<file path="config.mk">
export PLATFORM = sky130hd
export DESIGN_NAME = piano_note_scheduler_flat
export DESIGN_NICKNAME = d
export VERILOG_FILES = /design/src/rtl/piano_note_scheduler_if.sv /design/src/rtl/piano_note_scheduler.sv /design/src/flat_wrapper.sv
export SDC_FILE = /design/constraint.sdc
export NUM_CORES = 1
export LEC_CHECK = 0
export ABC_CLOCK_PERIOD_IN_PS = 5350
export CAP_MARGIN = 20
export CORE_ASPECT_RATIO = 1.25
export CORE_MARGIN = 2
export CORE_UTILIZATION = 40
export CTS_BUF_LIST = sky130_fd_sc_hd__clkbuf_4 sky130_fd_sc_hd__clkbuf_8 sky130_fd_sc_hd__clkbuf_16
export CTS_CLUSTER_DIAMETER = 100
export DETAILED_ROUTE_END_ITERATION = 6
export SLEW_MARGIN = 20
export SYNTH_ARGS = -nofsm -noshare
export SYNTH_HDL_FRONTEND = slang
export SYNTH_SLANG_ARGS = --single-unit
</file>
<file path="constraint.sdc">
create_clock -name clk -period 5.35 [get_ports clk]
set_input_delay 1.07 -clock clk [delete_from_list [all_inputs] [get_ports clk]]
set_output_delay 1.07 -clock clk [all_outputs]
set_load 0.05 [all_outputs]
</file>
<file path="src/rtl/piano_note_scheduler_if.sv">
// Handshake bundle between the piano note scheduler and its driver.
//   button      raw piano buttons, bit0 = note 1
//   play_start  one-cycle pulse, start melody playback
//   play_stop   one-cycle pulse, abort playback
//   tone_period half-period select for the tone generator
//   tone_on     tone generator enable
//   note_idx    current note 0..5 (0 = rest)
//   busy        high while the melody is playing
interface piano_note_scheduler_if #(
    parameter int PERIOD_W = 20
);
    logic [4:0]          button;
    logic                play_start;
    logic                play_stop;
    logic [PERIOD_W-1:0] tone_period;
    logic                tone_on;
    logic [2:0]          note_idx;
    logic                busy;

    modport master (
        output button, play_start, play_stop,
        input  tone_period, tone_on, note_idx, busy
    );

    modport slave (
        input  button, play_start, play_stop,
        output tone_period, tone_on, note_idx, busy
    );
endinterface

</file>
<file path="src/rtl/piano_note_scheduler.sv">
// Picks the note the buzzer tone generator plays.
// Live mode: synchronised, debounced buttons with a last-pressed-wins arbiter.
// Playback mode: steps a fixed 16-entry melody ROM at TEMPO_CYCLES per duration
// unit, with GAP_CYCLES of silence after every entry.
// Ports:
//   clk    system clock
//   rst_n  asynchronous active-low reset
//   bus    slave side of piano_note_scheduler_if (buttons, play controls in;
//          registered tone_period / tone_on / note_idx / busy out)
module piano_note_scheduler #(
    parameter int DEBOUNCE_CYCLES = 1000000,
    parameter int TEMPO_CYCLES    = 12500000,
    parameter int GAP_CYCLES      = 1000000,
    parameter int PERIOD_W        = 20
) (
    input  logic                  clk,
    input  logic                  rst_n,
    piano_note_scheduler_if.slave bus
);

    localparam int DB_W = $clog2(DEBOUNCE_CYCLES + 1);

    typedef enum logic [1:0] {LIVE, NOTE, GAP} state_t;

    // Melody ROM, note field. Entries past the end marker are rests.
    function automatic logic [2:0] mel_note(input logic [3:0] a);
        mel_note = 3'd0;
        case (a)
            4'd0:  mel_note = 3'd1;
            4'd1:  mel_note = 3'd2;
            4'd2:  mel_note = 3'd3;
            4'd3:  mel_note = 3'd4;
            4'd4:  mel_note = 3'd5;
            4'd6:  mel_note = 3'd5;
            4'd7:  mel_note = 3'd4;
            4'd8:  mel_note = 3'd3;
            4'd9:  mel_note = 3'd2;
            4'd10: mel_note = 3'd1;
            default: mel_note = 3'd0;
        endcase
    endfunction

    // Melody ROM, duration field in tempo units; 0 ends the melody.
    function automatic logic [2:0] mel_dur(input logic [3:0] a);
        mel_dur = 3'd0;
        case (a)
            4'd4, 4'd10: mel_dur = 3'd4;
            4'd0, 4'd1, 4'd2, 4'd3, 4'd5,
            4'd6, 4'd7, 4'd8, 4'd9: mel_dur = 3'd2;
            default: mel_dur = 3'd0;
        endcase
    endfunction

    function automatic logic [PERIOD_W-1:0] period_of(input logic [2:0] n);
        period_of = '0;
        case (n)
            3'd1: period_of = PERIOD_W'(500000);
            3'd2: period_of = PERIOD_W'(200000);
            3'd3: period_of = PERIOD_W'(100000);
            3'd4: period_of = PERIOD_W'(40000);
            3'd5: period_of = PERIOD_W'(20000);
            default: period_of = '0;
        endcase
    endfunction

    // 1-based index of the lowest set bit, 0 when none.
    function automatic logic [2:0] lowest(input logic [4:0] v);
        lowest = 3'd0;
        for (int i = 4; i >= 0; i--)
            if (v[i]) lowest = 3'(i + 1);
    endfunction

    // Audible part of an entry; the rest of its duration is the gap.
    function automatic logic [31:0] note_len(input logic [2:0] dur);
        note_len = 32'(dur) * 32'(TEMPO_CYCLES) - 32'(GAP_CYCLES);
    endfunction

    logic [4:0]           sync1, sync2, db, db_q, rise;
    logic [4:0][DB_W-1:0] db_cnt;
    state_t               state, state_n;
    logic [3:0]           ptr, ptr_n;
    logic [31:0]          cnt, cnt_n;
    logic [2:0]           sel, sel_n, note_n;
    logic                 abort;
    logic [2:0]           note_q;
    logic [PERIOD_W-1:0]  period_q;
    logic                 on_q, busy_q;

    // Two-flop synchroniser, then a per-button stability counter.
    always_ff @(posedge clk or negedge rst_n) begin
        if (!rst_n) begin
            sync1  <= '0;
            sync2  <= '0;
            db     <= '0;
            db_q   <= '0;
            db_cnt <= '0;
        end else begin
            sync1 <= bus.button;
            sync2 <= sync1;
            db_q  <= db;
            for (int b = 0; b < 5; b++) begin
                if (sync2[b] == db[b]) begin
                    db_cnt[b] <= '0;
                end else if (db_cnt[b] == DB_W'(DEBOUNCE_CYCLES - 1)) begin
                    db_cnt[b] <= '0;
                    db[b]     <= ~db[b];
                end else begin
                    db_cnt[b] <= db_cnt[b] + DB_W'(1);
                end
            end
        end
    end

    assign rise  = db & ~db_q;
    assign abort = bus.play_stop || (rise != 5'd0);

    // The live selection tracks the buttons in every state so an abort by
    // key press lands on the pressed note in the same cycle.
    always_comb begin
        sel_n = sel;
        if (rise != 5'd0)
            sel_n = lowest(rise);
        else if (sel != 3'd0 && !db[sel - 3'd1])
            sel_n = lowest(db);
    end

    always_comb begin
        state_n = state;
        ptr_n   = ptr;
        cnt_n   = cnt;
        case (state)
            LIVE: begin
                if (bus.play_start && !bus.play_stop) begin
                    state_n = NOTE;
                    ptr_n   = 4'd0;
                    cnt_n   = '0;
                end
            end
            NOTE: begin
                if (abort) begin
                    state_n = LIVE;
                    cnt_n   = '0;
                end else if (cnt == note_len(mel_dur(ptr)) - 32'd1) begin
                    state_n = GAP;
                    cnt_n   = '0;
                end else begin
                    cnt_n = cnt + 32'd1;
                end
            end
            GAP: begin
                if (abort) begin
                    state_n = LIVE;
                    cnt_n   = '0;
                end else if (cnt == 32'(GAP_CYCLES) - 32'd1) begin
                    cnt_n = '0;
                    ptr_n = ptr + 4'd1;
                    // ptr == 15 means the increment wraps: melody over.
                    if (ptr == 4'd15 || mel_dur(ptr + 4'd1) == 3'd0)
                        state_n = LIVE;
                    else
                        state_n = NOTE;
                end else begin
                    cnt_n = cnt + 32'd1;
                end
            end
            default: begin
                state_n = LIVE;
                cnt_n   = '0;
            end
        endcase

        case (state_n)
            NOTE:    note_n = mel_note(ptr_n);
            LIVE:    note_n = sel_n;
            default: note_n = 3'd0;
        endcase
    end

    always_ff @(posedge clk or negedge rst_n) begin
        if (!rst_n) begin
            state    <= LIVE;
            ptr      <= '0;
            cnt      <= '0;
            sel      <= '0;
            note_q   <= '0;
            period_q <= '0;
            on_q     <= 1'b0;
            busy_q   <= 1'b0;
        end else begin
            state    <= state_n;
            ptr      <= ptr_n;
            cnt      <= cnt_n;
            sel      <= sel_n;
            note_q   <= note_n;
            period_q <= period_of(note_n);
            on_q     <= (note_n != 3'd0);
            busy_q   <= (state_n != LIVE);
        end
    end

    assign bus.note_idx    = note_q;
    assign bus.tone_period = period_q;
    assign bus.tone_on     = on_q;
    assign bus.busy        = busy_q;

endmodule
</file>
<file path="src/flat_wrapper.sv">
// flat-port wrapper written by rule: the top's interface ports become plain ports
module piano_note_scheduler_flat 
#(
    parameter int DEBOUNCE_CYCLES = 1000000,
    parameter int TEMPO_CYCLES    = 12500000,
    parameter int GAP_CYCLES      = 1000000,
    parameter int PERIOD_W        = 20
)
  (clk, rst_n, bus_button, bus_play_start, bus_play_stop, bus_tone_period, bus_tone_on, bus_note_idx, bus_busy);
  piano_note_scheduler_if #(.PERIOD_W(PERIOD_W)) bus_i ();
  input  logic clk;
  input  logic rst_n;
  input wire logic [$bits(bus_i.button)-1:0] bus_button;
  input wire logic [$bits(bus_i.play_start)-1:0] bus_play_start;
  input wire logic [$bits(bus_i.play_stop)-1:0] bus_play_stop;
  output wire logic [$bits(bus_i.tone_period)-1:0] bus_tone_period;
  output wire logic [$bits(bus_i.tone_on)-1:0] bus_tone_on;
  output wire logic [$bits(bus_i.note_idx)-1:0] bus_note_idx;
  output wire logic [$bits(bus_i.busy)-1:0] bus_busy;
  assign bus_i.button = bus_button;
  assign bus_i.play_start = bus_play_start;
  assign bus_i.play_stop = bus_play_stop;
  assign bus_tone_period = bus_i.tone_period;
  assign bus_tone_on = bus_i.tone_on;
  assign bus_note_idx = bus_i.note_idx;
  assign bus_busy = bus_i.busy;
  piano_note_scheduler #(.DEBOUNCE_CYCLES(DEBOUNCE_CYCLES), .TEMPO_CYCLES(TEMPO_CYCLES), .GAP_CYCLES(GAP_CYCLES), .PERIOD_W(PERIOD_W)) u_core (.clk(clk), .rst_n(rst_n), .bus(bus_i));
endmodule
</file>
==> results.yml, run 1 <==
layout:
  layout.nets: 1035
  stdcell_area_um2: 10500
  regArea_um2: 4450
  num_antenna_cells: 0
  drive_gt1_share_pct: 6.23
  multi_input_area_um2: 4620
  fill_cells: 2160
  syn_to_final_growth_pct: 12.0
cts:
  path_clk_slew_ns: 0.07
  clock-sinks: 178
  clock_path_buffers: 2
  cts_tree: "done"
  postCtsSetupBuffers: 0
  numCtsBuffers: 17
  cts_resized: 0
  htreeDepth: 4
  holdBufCountCts: 0
  clockRootBuffer: "clkbuf_16"
  clk_latency_ns: 0.44
setup_path:
  cp_cell_sequence: "inv_1, ha_1, o21ai_1, nand2_1, ha_1, and3_1, a211oi_1, mux2_2, nor4_1, a21oi_1, o2111ai_4, buf_4, nor2b_1, o21ai_0, o31ai_1"
  worst-setup-path-type: "reg -> reg"
  crit_fanout: 32
  crit_top_cell: "ha_1"
  crit_arrival_ns: 4.94
  end_kind: "flop"
  ff2ff_path_depth: 15
  slowest_stage: "o2111ai_4"
  path_buf_inv: 2
  max_stage_delay_ns: 0.70
  start_kind: "flop"
  required_ns: 5.65
  r2r_slack_ns: 0.71
  cp.depth: 15
  crit_family: "compound AO/OA/AOI/OAI gates"
floorplan:
  fp.dieW_um: 141
  core_region_area_um2: 23000
  ioPinCount: 34
  fp.dieArea_um2: 24600
  die_y_um: 175
  fp-row-count: 62
  start_util_pct: 40.7
detailed_routing:
  num_vias: 6937
  drtPass1Iterations: 6
  wl_per_cell_um: 14.5
  wirelength_mm: 18.9
  vias_per_cell: 5.34
  drc: 0
  dr.first_iter.drc_count: 464
  ant_nets: 0
outcome:
  status: "completed"
placed_design:
  portBuffers: 27
  place_area_um2: 9860
  place.gp.congestion: 0.890
  dp_hpwl_mm: 13.2
sta:
  setup_viol: 0
  hold_violations: 0
  maxSlewViolCount: 0
  relSlewSlack_pct: 37.9
  max_freq_mhz: 216
  tns_ns: 0
  min_period_ns: 4.64
  worstMarginPinSlew_ns: 0.931
  skew_ns: 0.0145
  fin_crit_sh_pct: 86.7
  rsz0062_at_grt: "false"
flow_run:
  maxCapViolCount: 0
yosys:
  yosysUniqueCellTypes: 72
  yosysWarnings: 0
  yosys-top-cells-area: "dfrtp_1, xor2_1, nor2_1, xnor2_1, nand2_1"
  synth_top_area_share_pct: 47.7
  synth-main-ff-cell: "dfrtp_1"
  synthCells: 985
  ys_ff_latch: 178
  seq_area_frac_synth_pct: 47.7
  synth_area_um2: 9340
  synth_edf_count: 0
  async_reset_ff_share_pct: 100
  syn_avg_cell_area_um2: 9.49
  yosys.area.top_type: "dfrtp_1"
power_and_ir_drop:
  leakage_nw: 4.50
  ir_drop_v: 0.000152
  power_density_nw_per_um2: 301
grt:
  antenna_found_initial: 0
  globalRouteOverflowTotal: 0
  grt_pass1_wl_mm: 33.1
  grt_usage_pct: 16.4
  grt_start_max_net_pins: 104
  grt_pass1_vias: 6941
min_path:
  hold-path-cell-count: 0
  hold_path.class: "reg -> reg"
[routing by layer]
layer | up-vias | wire length (um) | track usage, %
met2 | 107 | 9220 | 27.2
met1 | 3341 | 8720 | 21.4
met3 | 32 | 557 | 3.18
li1 | 3457 | - | -
met5 | - | 0 | 0
met4 | 0 | 380 | 6.25
[cells by family after synthesis]
family                     count (synthesis)  synth area share [%]
DFF                                      178                  47.7
muxes                                     10                  1.31
xor gates and xnor gates                  99                  9.28
other                                      1                0.0401
adders and majority gates                 26                  3.48
and+or+nand+nor                          445                  24.5
buffers and inverters                     70                  3.29
AOI/OAI and AO/OA                        156                  10.4
[worst register-to-register path: cells and delay by family (launching register included)]
family                     cells  cell delay [ns]
AOI/OAI and AO/OA              6             1.72
adders and majority gates      2             0.63
buffers and inverters          2             0.48
and+or+nand+nor                4             0.84
DFF                            1             0.48
muxes                          1             0.37
[Yosys cell counts (3+ instances only)]
| library cell | n |
|---|---|
| nand4_1 | 20 |
| and4_1 | 8 |
| a211oi_1 | 4 |
| buf_1 | 3 |
| a21oi_1 | 33 |
| mux2_2 | 4 |
| nand3_1 | 59 |
| inv_1 | 26 |
| and3_1 | 35 |
| o31ai_1 | 19 |
| nor3_1 | 15 |
| or3_1 | 20 |
| nand2b_1 | 16 |
| and2_1 | 8 |
| nor2b_1 | 12 |
| nor2_1 | 114 |
| buf_4 | 8 |
| nor4_1 | 11 |
| nand2_1 | 92 |
| xor2_1 | 58 |
| and4b_1 | 4 |
| xnor2_1 | 41 |
| ha_1 | 26 |
| o21ai_1 | 3 |
| nor4b_1 | 8 |
| o2111ai_1 | 3 |
| o21ai_0 | 63 |
| o41ai_1 | 4 |
| clkbuf_1 | 30 |
| nor4bb_1 | 3 |
| mux2i_1 | 4 |
| dfrtp_1 | 178 |
| a31oi_1 | 5 |
[cells in the final DEF (no fill, tap or decap), types with 20 or more instances in the layout]
master / n
and3_1: 35
a21oi_1: 33
clkdlybuf4s50_1: 26
inv_1: 26
nor2_1: 114
xor2_1: 58
xnor2_1: 41
nand2_1: 92
or3_1: 20
nand4_1: 20
ha_1: 26
dfrtp_1: 178
nand3_1: 59
o21ai_0: 62
[through the flow]
stage          hold slack (ns)  setup WS, ns  utilization (%)  power [W]  std cells
6_report                 0.350         0.712             45.6    0.00315       1300
5_1_grt                  0.363         0.222             45.6    0.00328       1300
4_1_cts                  0.356         0.680             45.6    0.00319       1300
3_5_place_dp             0.336         0.701             42.9    0.00189       1269
3_3_place_gp             0.333         0.825             42.9    0.00189       1269
2_1_floorplan            0.331          1.47                -    0.00174        990
[cell type report]
type,count,share of cell area [%]
multi-input cells,742,44.1
flip-flops and latches,178,42.6
clock buffers,19,4.27
well taps,288,3.44
repair buffers,33,3.02
clock inverters,12,1.49
inverters,28,1.08
[report_power, final]
part / internal, W / switching, W
clock network: 0.000752 / 0.000538
logic: 0.000134 / 0.000309
registers: 0.00139 / 0.0000258
[path summary, 6_finish.rpt]
kind | startpoint | to
worst max-delay path | u_core.ptr[0]$_DFF_PN0_ | u_core.cnt[11]$_DFFE_PN0P_
worst min-delay path | u_core.sync1[3]$_DFF_PN0_ | u_core.sync2[3]$_DFF_PN0_
worst max register to register | u_core.ptr[0]$_DFF_PN0_ | u_core.cnt[11]$_DFFE_PN0P_
worst min register to register | u_core.sync1[3]$_DFF_PN0_ | u_core.sync2[3]$_DFF_PN0_
max in group asynchronous | rst_n | u_core.cnt[12]$_DFFE_PN0P_
min in group asynchronous | rst_n | u_core.db_cnt[36]$_DFF_PN0_
[flip-flops by register name (all words and copies together) (netlist names)]
name / flops
u_core.bus.busy: 1
u_core.bus.note_idx: 3
u_core.bus.tone_on: 1
u_core.bus.tone_period: 12
u_core.cnt: 32
u_core.db: 5
u_core.db_cnt: 100
u_core.db_q: 5
u_core.ptr: 4
u_core.sel: 3
u_core.state: 2
u_core.sync1: 5
u_core.sync2: 5
Note: power is estimated with default switching activity, not from simulation.
==> run 2: changes to the inputs <==
Settings changed: GPL_ROUTABILITY_DRIVEN set to 0, SLEW_MARGIN 20 to 0.
==> results of run 2 <==
Same layout as run 1: the final DEF is identical, and so are final timing and power.
